$ cat config.mk
export PLATFORM = sky130hd
export DESIGN_NAME = multicycle_control_fsm
export DESIGN_NICKNAME = d
export VERILOG_FILES = /design/src/rtl/multicycle_control_fsm.sv
export SDC_FILE = /design/constraint.sdc
export NUM_CORES = 1
export LEC_CHECK = 0
export ABC_AREA = 1
export BUFFER_PORTS_ARGS = -buffer_cell sky130_fd_sc_hd__buf_2
export CAP_MARGIN = 20
export CORE_MARGIN = 4
export CORE_UTILIZATION = 50
export CTS_CLUSTER_DIAMETER = 60
export DETAILED_ROUTE_END_ITERATION = 6
export GPL_ROUTABILITY_DRIVEN = 0
export PLACE_DENSITY = 0.75
export SYNTH_ARGS = -nofsm -noshare
export SYNTH_HDL_FRONTEND = slang
export SYNTH_SLANG_ARGS = --single-unit
$ cat constraint.sdc
create_clock -name clk -period 4.7 [get_ports clk]
set_clock_uncertainty 0.15 [all_clocks]
set_input_delay 0 -clock clk [delete_from_list [all_inputs] [get_ports clk]]
set_output_delay 0 -clock clk [all_outputs]
set_load 0.1 [all_outputs]
$ cat src/rtl/multicycle_control_fsm.sv
// Multicycle main control FSM: IF/ID/EX/MEM/WB sequencing and datapath controls.
// Optional memory handshake wait states are enabled by defining MEM_WAIT_EN.
`ifndef ALU_NOP
`define ALU_NOP 2'b00
`endif
`ifndef ALU_ADD
`define ALU_ADD 2'b01
`endif
`ifndef ALU_SUB
`define ALU_SUB 2'b10
`endif
`ifndef ALU
`define ALU 2'b11
`endif

module multicycle_control_fsm (
    input  logic        clk,
    input  logic        reset,
    input  logic [6:0]  opcode,
    input  logic        halt_req,
`ifdef MEM_WAIT_EN
    input  logic        mem_ready,
`endif
    output logic        pc_write,
    output logic        pc_write_cond,
    output logic        pc_source,
    output logic        i_or_d,
    output logic        mem_read,
    output logic        mem_write,
    output logic        ir_write,
    output logic [1:0]  mem_to_reg,
    output logic        reg_write,
    output logic [1:0]  alu_src_a,
    output logic [1:0]  alu_src_b,
    output logic [1:0]  alu_op,
    output logic [2:0]  state,
    output logic        is_halted,
    output logic [31:0] retired_count
);

    localparam logic [6:0] OP_R      = 7'b0110011;
    localparam logic [6:0] OP_I      = 7'b0010011;
    localparam logic [6:0] OP_LOAD   = 7'b0000011;
    localparam logic [6:0] OP_STORE  = 7'b0100011;
    localparam logic [6:0] OP_BRANCH = 7'b1100011;
    localparam logic [6:0] OP_JAL    = 7'b1101111;
    localparam logic [6:0] OP_JALR   = 7'b1100111;
    localparam logic [6:0] OP_SYSTEM = 7'b1110011;

    typedef enum logic [2:0] {
        S_IF   = 3'd0,
        S_ID   = 3'd1,
        S_EX   = 3'd2,
        S_MEM  = 3'd3,
        S_WB   = 3'd4,
        S_HALT = 3'd5
    } state_t;

    state_t cur, nxt;
    logic   mem_rdy;
    logic   retire;

`ifdef MEM_WAIT_EN
    assign mem_rdy = mem_ready;
`else
    assign mem_rdy = 1'b1;
`endif

    always_ff @(posedge clk or posedge reset) begin
        if (reset) begin
            cur           <= S_IF;
            retired_count <= 32'd0;
        end else begin
            cur <= nxt;
            if (retire)
                retired_count <= retired_count + 32'd1;
        end
    end

    // An instruction completes when control leaves it for IF, or halts in ID.
    assign retire = ((nxt == S_IF) && (cur != S_IF)) ||
                    ((cur == S_ID) && (nxt == S_HALT));

    assign state     = cur;
    assign is_halted = (cur == S_HALT);

    always_comb begin
        pc_write      = 1'b0;
        pc_write_cond = 1'b0;
        pc_source     = 1'b0;
        i_or_d        = 1'b0;
        mem_read      = 1'b0;
        mem_write     = 1'b0;
        ir_write      = 1'b0;
        mem_to_reg    = 2'b00;
        reg_write     = 1'b0;
        alu_src_a     = 2'b00;
        alu_src_b     = 2'b00;
        alu_op        = `ALU_NOP;
        nxt           = cur;

        // Outputs stay quiet while reset is held so nothing half-commits.
        if (!reset) begin
            unique case (cur)
                S_IF: begin
                    mem_read  = 1'b1;
                    ir_write  = mem_rdy;
                    pc_write  = mem_rdy;
                    alu_src_b = 2'b01;
                    alu_op    = `ALU_ADD;
                    if (mem_rdy)
                        nxt = S_ID;
                end
                S_ID: begin
                    alu_src_a = 2'b01;
                    alu_src_b = 2'b10;
                    alu_op    = `ALU_ADD;
                    if (opcode == OP_SYSTEM)
                        nxt = halt_req ? S_HALT : S_IF;
                    else if (opcode == OP_JAL)
                        nxt = S_WB;
                    else
                        nxt = S_EX;
                end
                S_EX: begin
                    nxt = S_IF;
                    unique case (opcode)
                        OP_R: begin
                            alu_src_a = 2'b10;
                            alu_src_b = 2'b00;
                            alu_op    = `ALU;
                            nxt       = S_WB;
                        end
                        OP_I, OP_JALR: begin
                            alu_src_a = 2'b10;
                            alu_src_b = 2'b10;
                            alu_op    = `ALU;
                            nxt       = S_WB;
                        end
                        OP_LOAD, OP_STORE: begin
                            alu_src_a = 2'b10;
                            alu_src_b = 2'b10;
                            alu_op    = `ALU;
                            nxt       = S_MEM;
                        end
                        OP_BRANCH: begin
                            alu_src_a     = 2'b10;
                            alu_src_b     = 2'b00;
                            alu_op        = `ALU_SUB;
                            pc_write_cond = 1'b1;
                            pc_source     = 1'b1;
                        end
                        default: nxt = S_IF;
                    endcase
                end
                S_MEM: begin
                    i_or_d = 1'b1;
                    nxt    = S_IF;
                    if (opcode == OP_LOAD) begin
                        mem_read = 1'b1;
                        nxt      = mem_rdy ? S_WB : S_MEM;
                    end else if (opcode == OP_STORE) begin
                        mem_write = mem_rdy;
                        nxt       = mem_rdy ? S_IF : S_MEM;
                    end
                end
                S_WB: begin
                    nxt = S_IF;
                    unique case (opcode)
                        OP_LOAD: begin
                            reg_write  = 1'b1;
                            mem_to_reg = 2'b01;
                        end
                        OP_R, OP_I: begin
                            reg_write  = 1'b1;
                            mem_to_reg = 2'b00;
                        end
                        OP_JAL: begin
                            reg_write  = 1'b1;
                            mem_to_reg = 2'b10;
                            pc_write   = 1'b1;
                            pc_source  = 1'b1;
                        end
                        OP_JALR: begin
                            reg_write  = 1'b1;
                            mem_to_reg = 2'b10;
                            pc_write   = 1'b1;
                            pc_source  = 1'b0;
                        end
                        default: ;
                    endcase
                end
                S_HALT: nxt = S_HALT;
                default: nxt = S_IF;
            endcase
        end
    end

endmodule

==> flow_summary.yaml, run 1 <==
floorplan:
  rows: 26
  die-area_um2: 6780
  top_level_ports: 62
  core-area_um2: 5240
  die_y_um: 82.3
  die_w_um: 82.3
  initial_utilization_pct: 52.7
global_routing:
  grt_pass1_vias: 2589
  grt_use_total_pct: 22.2
  antenna_found_initial: 0
  use_met3_pct: 4.12
  grt_overflow: 0
  grt_pass1_wl_mm: 11.7
  grt_use_met1_pct: 28.9
  grt_max_degree: 33
  gr-max-usage-layer: "met2"
  grt_use_met2_pct: 36.9
finish:
  syn_to_final_growth_pct: 14.2
  layout.cells.non_filler: 521
  drive_above_1_share_pct: 22.0
  design_area_um2: 3150
  num-nets-final: 461
  final_core_util_pct: 60.2
  antennaDiodeCount: 0
synth:
  yosysUniqueCellTypes: 33
  yosysWarningCount: 0
  synth_common_cells: "103 x nand2_1, 79 x nand3_1, 39 x nor2_1"
  async_flop_share_pct: 100
  synthTopCellsByArea: "dfrtp_1 32%, nand3_1 14%, nand2_1 14%"
  synth-edff-count: 0
  synth_cells: 395
  yosysMostFrequentCell: "nand2_1"
  synthFlopType: "dfrtp_1"
  netlist_area_um2: 2760
  yosysTopAreaCell: "dfrtp_1"
  avgSynthCellArea_um2: 6.99
  ys_seq_elements: 35
  synth_top_cell_area_share_pct: 31.7
  synthesis.nets: 406
  ys_seq_area_share_pct: 31.7
sta:
  worst_pin_slew_ns: 0.815
  drv_slew: 0
  maxSlewHeadroom_pct: 45.6
  tns_ns: 0
  max_freq_mhz: 371
  finalHoldViolCount: 0
  finalSetupViolCount: 0
  post-route-min-period_ns: 2.70
  finalCritPeriodShare_pct: 57.4
  rsz0062_at_grt: "false"
clock_network:
  cts.path.max_buffers: 2
  h-tree-depth: 2
  numCtsBuffers: 5
  path_clk_slew_ns: 0.07
  cts_root_buffer: "clkbuf_8"
  post_cts_resized: 0
  insertion_delay_ns: 0.29
  cts.sink_count: 35
  cts_tree: "built"
min_path:
  holdCritPathClass: "input pin to flip-flop"
power:
  p_leak_uw: 0.00171
  max-vdd-ir-drop_mv: 0.445
  finalPower_uw: 1410
  power-per-cell-area_nw_per_um2: 447
worst_setup_path:
  critical-path-max-stage-delay_ns: 0.61
  cpMostUsedCell: "nand2_2"
  cp.arrival_ns: 2.72
  path_cells: "dlygate4sd3_1 -> buf_2 -> inv_1 -> buf_4 -> nand2_2 -> a21oi_1 -> nand2_2 -> nand3_1 -> nand2_1"
  setup.worst_path.class: "input pin to flip-flop"
  cp_num_buf_inv: 4
  cp_slowest_cell: "inv_1"
  startpoint_type: "input pin"
  critPathMaxFanout: 32
  required_ns: 4.72
  worst_path_dominant_cell_family: "buffers and inverters"
  endpoint_kind: "flip-flop"
run:
  max_cap_viol_count: 0
placed_design:
  dp_hpwl_mm: 5.31
  port_buffers: 61
  placed_cell_area_um2: 3030
  numPlacedInstances: 512
drt:
  postRouteAntennaNets: 0
  num_vias: 2768
  via_per_inst: 5.31
  drtIter0Drc: 158
  drc_errors: 0
  first_pass_iters: 4
  wl_mm: 7.00
  routedWlPerCell_um: 13.4
status:
  status: "finished, final reports clean"
-- placed cells by master (no fill, tap or decap), types with 8 or more instances in the layout --
cell type,count
nor2_1,39
nand4_1,8
nand2_2,11
nand2_1,103
nand3_1,79
inv_1,28
buf_2,61
xor2_1,15
nor3_1,13
dfrtp_1,35
xnor2_1,15
-- path summary, 6_finish.rpt --
path / from / end / slack, ns / cells after the start
max: reset / retired_count[30] / 2.00 / 9
min: halt_req / state[0] / 0.06 / 5
max reg2reg: state[1] / retired_count[30] / 2.37 / 10
min reg2reg: retired_count[28] / retired_count[28] / 0.43 / 2
max in group asynchronous: reset / retired_count[12] / 3.29 / 4
min in group asynchronous: reset / state[0] / 0.33 / 3
-- per-stage QoR --
stage	setup slack [ns]	hold slack [ns]
3_5_place_dp	2.20	0.113
4_1_cts	1.96	0.0469
5_1_grt	1.64	0.0751
6_report	2.00	0.0572
3_3_place_gp	2.29	0.101
2_1_floorplan	0.170	0.111
-- tightest hold or removal path, delay by kind of cell --
kind | cells | cell delay, ns
buffers and inverters | 1 | 0.12
AND/OR/NAND/NOR | 4 | 0.32
-- sequential cells by signal, indices dropped and copies added (netlist names) --
signal / cells
state: 3
retired_count: 32
-- final cells by class --
type / instances / area (µm²)
inverters: 30 / 113
multi-input cells: 315 / 1640
clock inverters: 2 / 35.0
repair buffers: 63 / 323
fillers: 497 / 2080
clock buffers: 6 / 82.6
flip-flops and latches: 35 / 876
well taps: 70 / 87.6
-- layer usage --
metal	wire length (µm)	up-vias	part of all wire (%)
met5	0	-	0
met4	102	0	1.5
met3	462	12	6.6
met2	3300	80	47
met1	3130	1271	45
li1	-	1405	-
-- power breakdown --
group          total [µW]  leakage, µW  switching [µW]  internal, µW
sequential            378     0.000481            51.0           327
clock                 282    0.0000612             110           172
combinational         752      0.00117             621           130
total                1410      0.00171             782           629
-- kinds of logic after synthesis --
family	share of synthesized area, %
AO/OA/AOI/OAI	2.67
flip-flops	31.7
XOR/XNOR	9.52
adder cells (fa/ha/maj)	0.453
buffers and inverters	9.02
AND/OR/NAND/NOR	46.6
-- what timing repair did --
item / 4_1_cts / 5_1_grt
hold buffers: 1 / 0
endpoints found under the setup margin: 0 / 0
endpoints found under the hold margin: 23 / 0
buffers inserted: 0 / 0
(Power assumes the default switching activity.)
==> inputs of run 2 (changes only) <==
clock period = 2.55 ns   (was 4.7 ns; I/O delays follow)
==> run 2 against run 1 <==
Sequential share of layout area fell by 0.24 points. Critical endpoint is now retired_count[15]. Clock power increased by 38%. Cell area rose by 1.3%.
==> flow_summary.yaml, run 2 (synthesis gave the netlist of run 1 again) <==
finish:
  layout.cells.non_filler: 522
  final_cell_mix: "103 x nand2_1, 79 x nand3_1, 61 x buf_2"
  largest_register_ffs: 32
  top_register: "retired_count"
  syn_to_final_growth_pct: 15.7
  drive_above_1_share_pct: 24.3
  num-nets-final: 462
  mostFrequentLayoutCell: "nand2_1"
  antennaDiodeCount: 0
worst_setup_path:
  startpoint_type: "flip-flop"
  cpMostUsedCell: "nand2_2"
  cp_num_buf_inv: 1
  r2r-start: "state[1]"
  rr_worst_depth: 10
  worstReg2RegEnd: "retired_count[15]"
  cp.depth: 10
  cp-startpoint: "state[1]"
  cp_slowest_cell: "dfrtp_2"
  ff2ff_setup_slack_ns: 0.24
  required_ns: 2.57
  critical-path-max-stage-delay_ns: 0.45
  cp.arrival_ns: 2.33
  setup.worst_path.class: "flip-flop to flip-flop"
  worst_path_dominant_cell_family: "simple AND/OR/NAND/NOR gates"
  endpoint: "retired_count[15]"
  endpoint_kind: "flip-flop"
  path_cells: "inv_1 -> nand2_4 -> nor2_4 -> nand4_2 -> nand3_2 -> nand2_2 -> a21oi_1 -> nand2_2 -> nand3_1 -> nand2_1"
  critPathMaxFanout: 32
sta:
  finalCritPeriodShare_pct: 90.8
  finalHoldViolCount: 0
  rsz0062_at_grt: "false"
  finalSetupViolCount: 0
  whs_ns: 0.0407
  maxSlewHeadroom_pct: 56.2
  tns_ns: 0
  worst_pin_slew_ns: 0.654
  drv_slew: 0
  post-route-min-period_ns: 2.31
  max_freq_mhz: 432
global_routing:
  antenna_found_initial: 0
  grt_overflow: 0
  grt_pass1_wl_mm: 12.2
  grt_max_degree: 35
  grt_pass1_vias: 2680
  grt_use_total_pct: 22.7
drt:
  routedWlPerCell_um: 13.8
  wl_met2_mm: 3.43
  top_layer: "met4"
  postRouteAntennaNets: 0
  via_per_inst: 5.48
  wl_mm: 7.21
  wl_met3_um: 456
  m1WireLength_mm: 3.24
  num_vias: 2859
  drc_errors: 0
  first_pass_iters: 5
  drtIter0Drc: 181
floorplan:
  die_y_um: 82.3
  die_w_um: 82.3
  top_level_ports: 62
  core-area_um2: 5240
  initial_utilization_pct: 52.7
  rows: 26
  die-area_um2: 6780
clock_network:
  cts_root_buffer: "clkbuf_8"
  ctsHoldBuffers: 1
  cts.path.max_buffers: 2
  h-tree-depth: 2
  post_cts_buffers: 0
  post_cts_resized: 0
  path_clk_slew_ns: 0.07
  cts.sink_count: 35
  numCtsBuffers: 5
  cts_tree: "built"
  insertion_delay_ns: 0.29
status:
  status: "finished, final reports clean"
power:
  p_leak_uw: 0.00170
  power-per-cell-area_nw_per_um2: 798
  finalPower_uw: 2550
  max-vdd-ir-drop_mv: 1.16
min_path:
  holdCritPathClass: "input pin to flip-flop"
  hold_start: "halt_req"
placed_design:
  port_buffers: 61
  numPlacedInstances: 513
  dp_hpwl_mm: 5.46
run:
  max_cap_viol_count: 0
[run 2: cell count changes in the layout (fill, tap and decap cells not counted), moves of 2 or more]
cell,delta
clkbuf_1,+2
clkinvlp_4,+2
dfrtp_1,-3
dfrtp_2,+3
inv_1,-2
nor2_1,-2
o22ai_1,-2
o22ai_2,+2
[run 2: worst min-delay path by stage]
stage / endpoint / slack, ns / cells past startpoint
4_1_cts: state[0] / 0.04 / 5
5_1_grt: state[0] / 0.08 / 5
6_report: state[0] / 0.04 / 5
3_5_place_dp: state[2] / -0.14 / 2
2_1_floorplan: mem_write / -0.04 / 1
3_3_place_gp: state[2] / -0.15 / 2
[run 2: layout make-up]
| class | instances | area [µm²] |
|---|---|---|
| Sequential cell | 35 | 880 |
| Fill cell | 528 | 2040 |
| Tap cell | 70 | 87.6 |
| Clock buffer | 7 | 76.3 |
| Inverter | 30 | 120 |
| Clock inverter | 1 | 5.00 |
| Timing Repair Buffer | 64 | 343 |
| Multi-Input combinational cell | 315 | 1680 |
[run 2: tightest hold or removal path, stage by stage]
cell	delay, ns
buf_2	0.11
nand4_2	0.09
nand3_2	0.07
nand2_2	0.08
nand2_2	0.08
[run 2: power breakdown]
group | switching [µW] | internal [µW] | total [µW]
registers | 92.0 | 606 | 698
clock network | 198 | 192 | 389
logic | 1180 | 284 | 1460
total | 1470 | 1080 | 2550
[run 2: per-layer routing]
| metal | vias up | global-route usage [%] |
|---|---|---|
| li1 | 1408 | - |
| met1 | 1341 | 28.8 |
| met2 | 103 | 40.0 |
| met3 | 7 | 4.12 |
| met4 | 0 | 4.82 |
| met5 | - | 0 |
[run 2: per-stage QoR]
stage               cell area, µm²  worst slack [ns]  util (%)
floorplan                     2820            -0.175         -
global placement              3100             0.364      59.2
detailed placement            3100             0.276      59.2
CTS                           3190             0.259      61.0
global route                  3190            0.0527      61.0
finish                        3190             0.236      61.0
==> inputs of run 3 (changes only) <==
CELL_PAD_IN_SITES_DETAIL_PLACEMENT = 0   (was default)
CELL_PAD_IN_SITES_GLOBAL_PLACEMENT = 2   (was default)
CORE_UTILIZATION = 30   (was 50)
PLACE_DENSITY = default   (was 0.75)
PLACE_DENSITY_LB_ADDON = 0.1   (was default)
==> run 3 against run 2 <==
Count of clock-buffer cells in the layout stayed put. Final cell count rose by 9.2%. First-iteration DRC count grew 10%. Worst setup slack improved by 0.15 ns.
==> flow_summary.yaml, run 3 (synthesis gave the netlist of run 1 again) <==
sta:
  max_freq_mhz: 463
  finalHoldViolCount: 0
  post-route-min-period_ns: 2.16
  finalCritPeriodShare_pct: 84.7
  drv_slew: 0
  timing.final.ws_setup_ns: 0.390
  maxSlewHeadroom_pct: 54.5
  worst_pin_slew_ns: 0.679
  finalSetupViolCount: 0
  rsz0062_at_grt: "false"
  whs_ns: 0.0246
drt:
  routedWlPerCell_um: 15.8
  wl_mm: 8.99
  drc_errors: 0
  via_per_inst: 4.94
  first_pass_iters: 6
  postRouteAntennaNets: 0
  drtIter0Drc: 200
  num_vias: 2815
min_path:
  holdCritPathClass: "input pin to flip-flop"
  hold_start: "halt_req"
  hold_path_end: "state[0]"
  holdPathStages: 5
clock_network:
  numCtsBuffers: 5
  insertion_delay_ns: 0.29
  path_clk_slew_ns: 0.08
  post_cts_resized: 0
  h-tree-depth: 2
  cts.path.max_buffers: 2
  cts_root_buffer: "clkbuf_8"
  cts.sink_count: 35
  cts_tree: "built"
finish:
  final_core_util_pct: 37.5
  syn_to_final_growth_pct: 20.0
  regArea_um2: 880
  multi_input_area_um2: 1680
  largest_register_ffs: 32
  final_cell_mix: "103 x nand2_1, 79 x nand3_1, 61 x buf_2"
  fillers: 1013
  num-nets-final: 472
  mostFrequentLayoutCell: "nand2_1"
  top_register: "retired_count"
  drive_above_1_share_pct: 26.0
  antennaDiodeCount: 0
global_routing:
  antenna_found_initial: 0
  grt_max_degree: 33
  grt_use_total_pct: 16.8
  grt_pass1_wl_mm: 15.0
  grt_overflow: 0
  grt_pass1_vias: 2777
floorplan:
  core-area_um2: 8850
  top_level_ports: 62
  initial_utilization_pct: 31.2
  die-area_um2: 10800
  die_w_um: 104
  die_y_um: 104
  rows: 34
worst_setup_path:
  critPathMaxFanout: 12
  cp.arrival_ns: 2.01
  r2r-start: "state[1]"
  worstReg2RegEnd: "retired_count[29]"
  endpoint_kind: "output pin"
  setup.worst_path.class: "input pin to output pin"
  startpoint_type: "input pin"
  cp-startpoint: "reset"
  rr_worst_depth: 12
  required_ns: 2.40
  ff2ff_setup_slack_ns: 0.50
status:
  status: "finished, final reports clean"
placed_design:
  pre_cts_ws_ns: 0.510
  port_buffers: 61
  dp_hpwl_mm: 6.86
power:
  power-per-cell-area_nw_per_um2: 796
  p_leak_uw: 0.00174
  max-vdd-ir-drop_mv: 0.502
run:
  max_cap_viol_count: 0
==> run 3: cell count changes in the layout (fill, tap and decap cells not counted), sizes merged <==
cell	change
buf	+9
clkinvlp	+1
==> run 3: worst max-delay path: stages <==
cell	delay, ns
dlygate4sd3_1	0.52
buf_2	0.27
clkinvlp_4	0.36
nand2_1	0.32
clkinvlp_4	0.12
nand2_1	0.08
o21ai_2	0.05
buf_2	0.29
==> run 3: worst max path at each step <==
| stage | endpoint | slack (ns) | depth (start not counted) |
|---|---|---|---|
| 4_1_cts | mem_read | 0.09 | 8 |
| 6_report | mem_read | 0.39 | 8 |
| 2_1_floorplan | mem_to_reg[1] | -0.17 | 3 |
| 3_5_place_dp | retired_count[3] | 0.51 | 11 |
| 3_3_place_gp | retired_count[0] | 0.51 | 11 |
| 5_1_grt | mem_read | 0.20 | 8 |
==> run 3: power breakdown <==
part,internal (µW),switching [µW]
registers,605,93.4
clock network,192,212
logic,319,1220
==> run 3: metal layers <==
metal,GRT usage [%],vias to the layer above,part of all wire (%)
met1,25.1,1317,53
met3,3.10,3,4.7
met5,0,-,0
met2,25.1,71,42
met4,3.13,0,0.18
li1,-,1424,-
==> run 3: per-stage QoR <==
| stage | std cells | total power [µW] | area (µm²) | TNS, ns |
|---|---|---|---|---|
| floorplan | 395 | 1960 | 2820 | -0.350 |
| global placement | 560 | 2250 | 3220 | 0 |
| detailed placement | 560 | 2250 | 3220 | 0 |
| CTS | 569 | 2670 | 3310 | 0 |
| global route | 570 | 2800 | 3310 | 0 |
| finish | 570 | 2640 | 3310 | 0 |
==> run 3: cell type report <==
| class | instances | share of cell area, % |
|---|---|---|
| Clock buffer | 7 | 2.30 |
| Clock inverter | 1 | 0.151 |
| Inverter | 30 | 3.62 |
| Multi-Input combinational cell | 315 | 50.8 |
| Sequential cell | 35 | 26.5 |
| Tap cell | 108 | 4.08 |
| Timing Repair Buffer | 73 | 12.4 |
| Timing Repair inverter | 1 | 0.151 |
==> run 3: timing repair <==
action	in CTS	in global routing
buffers inserted	0	0
endpoints found under the hold margin	18	0
setup endpoints to repair	0	1
hold buffers	1	0
